`src/rtl/watch_timekeeper.sv`:
```
// watch_timekeeper: seconds/minutes/hours counter for a digital watch.
// RUN advances on sec_tick; SET_H / SET_M step hours / minutes on a
// synchronised rising edge of the set button.
// Optional feature: define WATCH_SET_AUTOREPEAT_EN to auto-repeat the
// increment once per sec_tick after the button has been held for
// REPEAT_TICKS ticks in a set state.
module watch_timekeeper #(
  parameter int HOURS_MAX    = 24,
  parameter int REPEAT_TICKS = 2
) (
  input  logic       clk,
  input  logic       reset,
  input  logic       sec_tick,
  input  logic [2:0] state,
  input  logic       inc,
  output logic [5:0] current_s,
  output logic [5:0] current_m,
  output logic [5:0] current_h,
  output logic       second
);

  localparam logic [2:0] ST_SET_H  = 3'b001;
  localparam logic [2:0] ST_SET_M  = 3'b010;
  localparam logic [5:0] HOUR_LAST = 6'(HOURS_MAX - 1);
  localparam logic [5:0] MS_LAST   = 6'd59;

  // Reject out-of-range configurations at elaboration time
  generate
    if (HOURS_MAX < 2 || HOURS_MAX > 63 || REPEAT_TICKS < 1 || REPEAT_TICKS > 15) begin : g_param_check
      $error("watch_timekeeper: HOURS_MAX or REPEAT_TICKS out of range");
    end
  endgenerate

  logic [5:0] r_s;
  logic [5:0] r_m;
  logic [5:0] r_h;
  logic       r_second;
  logic       r_inc_meta;
  logic       r_inc_sync;
  logic       r_inc_prev;

  logic w_set_h;
  logic w_set_m;
  logic w_in_set;
  logic w_inc_rise;
  logic w_rep_fire;
  logic w_step;
  logic w_s_wrap;
  logic w_m_wrap;
  logic w_h_wrap;

  assign w_set_h    = (state == ST_SET_H);
  assign w_set_m    = (state == ST_SET_M);
  assign w_in_set   = w_set_h | w_set_m;
  assign w_inc_rise = r_inc_sync & ~r_inc_prev;
  assign w_s_wrap   = (r_s == MS_LAST);
  assign w_m_wrap   = (r_m == MS_LAST);
  assign w_h_wrap   = (r_h == HOUR_LAST);

  // Two-flop synchroniser for the asynchronous button level plus edge register
  always_ff @(posedge clk or posedge reset) begin
    if (reset) begin
      r_inc_meta <= 1'b0;
      r_inc_sync <= 1'b0;
      r_inc_prev <= 1'b0;
    end else begin
      r_inc_meta <= inc;
      r_inc_sync <= r_inc_meta;
      r_inc_prev <= r_inc_sync;
    end
  end

`ifdef WATCH_SET_AUTOREPEAT_EN
  localparam logic [3:0] REP_LIMIT = 4'(REPEAT_TICKS);

  logic [3:0] r_rep_cnt;

  // Once the hold count has saturated, every further tick is an extra step
  assign w_rep_fire = w_in_set & r_inc_sync & sec_tick & (r_rep_cnt == REP_LIMIT);

  // Count ticks while the button is held in a set state; saturate, clear on release
  always_ff @(posedge clk or posedge reset) begin
    if (reset) begin
      r_rep_cnt <= 4'd0;
    end else if (!w_in_set || !r_inc_sync) begin
      r_rep_cnt <= 4'd0;
    end else if (sec_tick && (r_rep_cnt != REP_LIMIT)) begin
      r_rep_cnt <= r_rep_cnt + 4'd1;
    end
  end
`else
  assign w_rep_fire = 1'b0;
`endif

  // A button edge and an auto-repeat can never coincide (edge implies a cleared count)
  assign w_step = w_inc_rise | w_rep_fire;

  // Blink phase follows sec_tick regardless of mode
  always_ff @(posedge clk or posedge reset) begin
    if (reset) begin
      r_second <= 1'b0;
    end else if (sec_tick) begin
      r_second <= ~r_second;
    end
  end

  // Timekeeping: set modes hold seconds at zero and step one field without carry;
  // RUN advances on sec_tick with full carry chain
  always_ff @(posedge clk or posedge reset) begin
    if (reset) begin
      r_s <= 6'd0;
      r_m <= 6'd0;
      r_h <= 6'd0;
    end else if (w_in_set) begin
      r_s <= 6'd0;
      if (w_set_h && w_step) begin
        r_h <= w_h_wrap ? 6'd0 : r_h + 6'd1;
      end
      if (w_set_m && w_step) begin
        r_m <= w_m_wrap ? 6'd0 : r_m + 6'd1;
      end
    end else if (sec_tick) begin
      if (w_s_wrap) begin
        r_s <= 6'd0;
        if (w_m_wrap) begin
          r_m <= 6'd0;
          r_h <= w_h_wrap ? 6'd0 : r_h + 6'd1;
        end else begin
          r_m <= r_m + 6'd1;
        end
      end else begin
        r_s <= r_s + 6'd1;
      end
    end
  end

  assign current_s = r_s;
  assign current_m = r_m;
  assign current_h = r_h;
  assign second    = r_second;

endmodule

```
`config.mk`:
```
export PLATFORM = sky130hd
export DESIGN_NAME = watch_timekeeper
export DESIGN_NICKNAME = d
export VERILOG_FILES = /design/src/rtl/watch_timekeeper.sv
export SDC_FILE = /design/constraint.sdc
export NUM_CORES = 1
export LEC_CHECK = 0
export BUFFER_PORTS_ARGS = -buffer_cell sky130_fd_sc_hd__buf_2
export CAP_MARGIN = 20
export CORE_ASPECT_RATIO = 0.8
export CORE_MARGIN = 3
export CORE_UTILIZATION = 47
export DETAILED_ROUTE_END_ITERATION = 8
export GPL_ROUTABILITY_DRIVEN = 0
export PLACE_DENSITY = 0.74
export SLEW_MARGIN = 25
export SYNTH_ARGS = -nofsm -noshare
export SYNTH_HDL_FRONTEND = slang
export SYNTH_SLANG_ARGS = --single-unit
```
`constraint.sdc`:
```
create_clock -name clk -period 1.7 [get_ports clk]
set_input_delay 0.17 -clock clk [delete_from_list [all_inputs] [get_ports clk]]
set_output_delay 0.17 -clock clk [all_outputs]
set_load 0.02 [all_outputs]
```
==> impl_metrics.py <==
metrics = {
    "drt": {
        "drt_iter0_markers": 45,
        "postRouteAntennaNets": 0,
        "viasPerCell": 5.55,
        "wl_per_cell_um": 14.3,
        "vias": 965,
        "drt-total-wl_um": 2490,
        "drc_errors": 0,
        "drtPass1Iterations": 4,
    },
    "logic_synthesis": {
        "synth-edff-count": 0,
        "syn-cell-area_sq_um": 1150,
        "yosysMostFrequentCell": "dfrtp_1",
        "synth.distinct_cells": 43,
        "ys_top_cells_by_count": "22 x dfrtp_1, 9 x nand2_1, 9 x nor2_1",
        "ys_seq_elements": 22,
        "async_reset_ff_share_pct": 100,
        "yosysSeqAreaShare_pct": 47.7,
        "synth.area.top_cells": "dfrtp_1 48%, mux2_4 5.2%, ha_1 3.3%",
        "avgSynthCellArea_sq_um": 10.8,
        "synth_top_cell_by_area": "dfrtp_1",
        "synth_top_flop_cell": "dfrtp_1",
        "yosys_warnings": 0,
        "syn_inst": 107,
        "syn_nets": 117,
        "synth.top_cell.area_share_pct": 47.7,
    },
    "clock_network": {
        "root_buffer": "clkbuf_4",
        "cts_buffer_depth": 2,
        "cts_made_buffers": 3,
        "clk_latency_ns": 0.31,
        "cts_tree": "done",
        "ctsHtreeMaxLevel": 1,
        "cts.sinks": 22,
        "clk_pin_slew_ns": 0.13,
    },
    "placed_design": {
        "placed_cell_area_sq_um": 1400,
        "port_buffers": 25,
        "dp_hpwl_um": 1830,
    },
    "timing": {
        "skew_ns": 0.00198,
        "rsz0062_at_grt": "true",
        "whs_ns": 0.204,
        "worst_pin_slew_ns": 0.559,
        "period_minus_slack_ns": 1.65,
        "finalSetupViolCount": 0,
        "tns_ns": 0,
        "fin_crit_sh_pct": 97.2,
        "max_slew_margin_pct": 62.7,
        "timing_hold_violations_final": 0,
        "finalMaxSlewViolations": 0,
        "fmax_ghz": 0.605,
    },
    "finish": {
        "area_growth_pct": 29.6,
        "antenna_cells": 0,
        "final_core_util_pct": 66.4,
        "drive_above_1_share_pct": 45.6,
        "fillers": 171,
        "multi_input_area_sq_um": 624,
        "register_area_sq_um": 558,
        "nNetsFinal": 160,
        "final_area_sq_um": 1500,
    },
    "floorplan": {
        "start_util_pct": 51.3,
        "ios": 26,
        "fp-row-count": 15,
        "fp.dieW_um": 61.4,
        "die_h_um": 50.3,
        "coreArea_sq_um": 2250,
        "die-area_sq_um": 3090,
    },
    "global_route": {
        "antenna_found_initial": 0,
        "grt_max_degree": 23,
        "grt_pass1_vias": 925,
        "grt_util_all_layers_pct": 18.2,
        "grt_pass1_wl_um": 4240,
        "grt-ovfl-total": 0,
    },
    "setup_path": {
        "worstSetupPathType": "flop to flop",
        "crit_arrival_ns": 1.86,
        "path_max_fanout": 5,
        "startpoint_type": "flop",
        "critPathCaptureType": "flop",
        "crit_required_ns": 1.91,
    },
    "power": {
        "power_density_nw_per_um2": 1000,
        "vdd_ir_drop_max_uv": 725,
        "power.leakage_nw": 0.755,
    },
    "outcome": {
        "status": "finished, final reports clean",
    },
    "min_path": {
        "min_path_type": "primary input to flop",
    },
    "flow_run": {
        "cap_violations": 0,
    },
}
worst max-delay path: stages (launching register included):
cell and delay, ns:
dfrtp_2 0.45, ha_2 0.21, nand2_4 0.08, nor4_1 0.05, a2bb2o_2 0.32, o21ai_2 0.15, mux2_4 0.30
placed cells by master, fill, tap and decap left out, types with 2 or more instances in the layout:
cell type | Yosys | final
buf_2 | 0 | 25
dfrtp_1 | 22 | 16
buf_4 | 0 | 12
nor2_1 | 9 | 9
nand2_1 | 9 | 8
a21oi_1 | 7 | 7
dfrtp_2 | 0 | 6
mux2_4 | 4 | 4
o21ai_0 | 5 | 4
nand2b_1 | 3 | 3
nand3_1 | 3 | 3
inv_1 | 3 | 3
clkbuf_4 | 0 | 3
a21o_1 | 2 | 2
o31ai_1 | 2 | 2
xnor2_1 | 2 | 2
and3_1 | 2 | 2
o2111ai_1 | 2 | 2
o21ai_2 | 1 | 2
a311oi_1 | 2 | 2
ha_2 | 0 | 2
dlygate4sd3_1 | 0 | 2
area by class of cell:
type | count | area share [%]
Inverter | 3 | 0.753
Timing Repair Buffer | 39 | 15.7
Tap cell | 25 | 2.09
Clock buffer | 4 | 2.42
Multi-Input combinational cell | 81 | 41.7
Sequential cell | 22 | 37.3
final timing paths:
check | startpoint | endpoint | slack (ns) | cells past startpoint
worst max-delay path | current_s[0] | current_h[3] | 0.05 | 6
worst min-delay path | sec_tick | second | 0.20 | 2
worst max register to register | current_s[0] | current_h[3] | 0.05 | 6
worst min register to register | r_inc_meta | r_inc_sync | 0.37 | 0
max in group asynchronous | reset | current_m[1] | 1.03 | 4
min in group asynchronous | reset | second | 0.43 | 4
metal layers:
layer	GRT usage [%]	up-vias	part of all wire, %
li1	-	486	-
met4	3.89	0	0.56
met2	29.4	22	51
met3	4.88	2	4.9
met1	24.3	455	44
met5	0	-	0
stage by stage:
step | cells | worst slack, ns | power (W)
after global routing | 174 | -0.0283 | 0.00161
after global placement | 166 | 0.0885 | 0.00118
after detailed placement | 166 | -0.00821 | 0.00120
after CTS | 172 | 0.0128 | 0.00150
final | 174 | 0.0476 | 0.00150
after floorplan | 107 | -0.00982 | 0.00101
cells by family (layout without fill, tap and decap cells):
logic type,Yosys count,count (layout),share of synthesized area (%)
AOI/OAI and AO/OA,30,30,18.9
xor gates and xnor gates,3,3,2.28
adders and majority gates,3,3,3.25
buffers and inverters,4,46,1.30
DFF,22,22,47.7
muxes,6,6,7.04
and+or+nand+nor,39,39,19.6
sequential cells by signal, indices dropped and copies added, names as in the netlist:
signal,flops
current_h,6
current_m,6
current_s,6
r_inc_meta,1
r_inc_prev,1
r_inc_sync,1
second,1
power breakdown:
group | switching [W] | internal, W
Combinational | 0.000275 | 0.000228
Clock | 0.000163 | 0.000131
Sequential | 0.0000830 | 0.000618
Total | 0.000521 | 0.000977
timing repair:
item | CTS | global route
hold buffers | 2 | 0
pin swaps | 0 | 3
endpoints found under the setup margin | 1 | 7
gates resized for setup | 2 | 5
gates cloned | 0 | 0
buffers inserted | 0 | 2
hold endpoints to repair | 23 | 0
No activity file was read; power rests on OpenSTA's default activity.
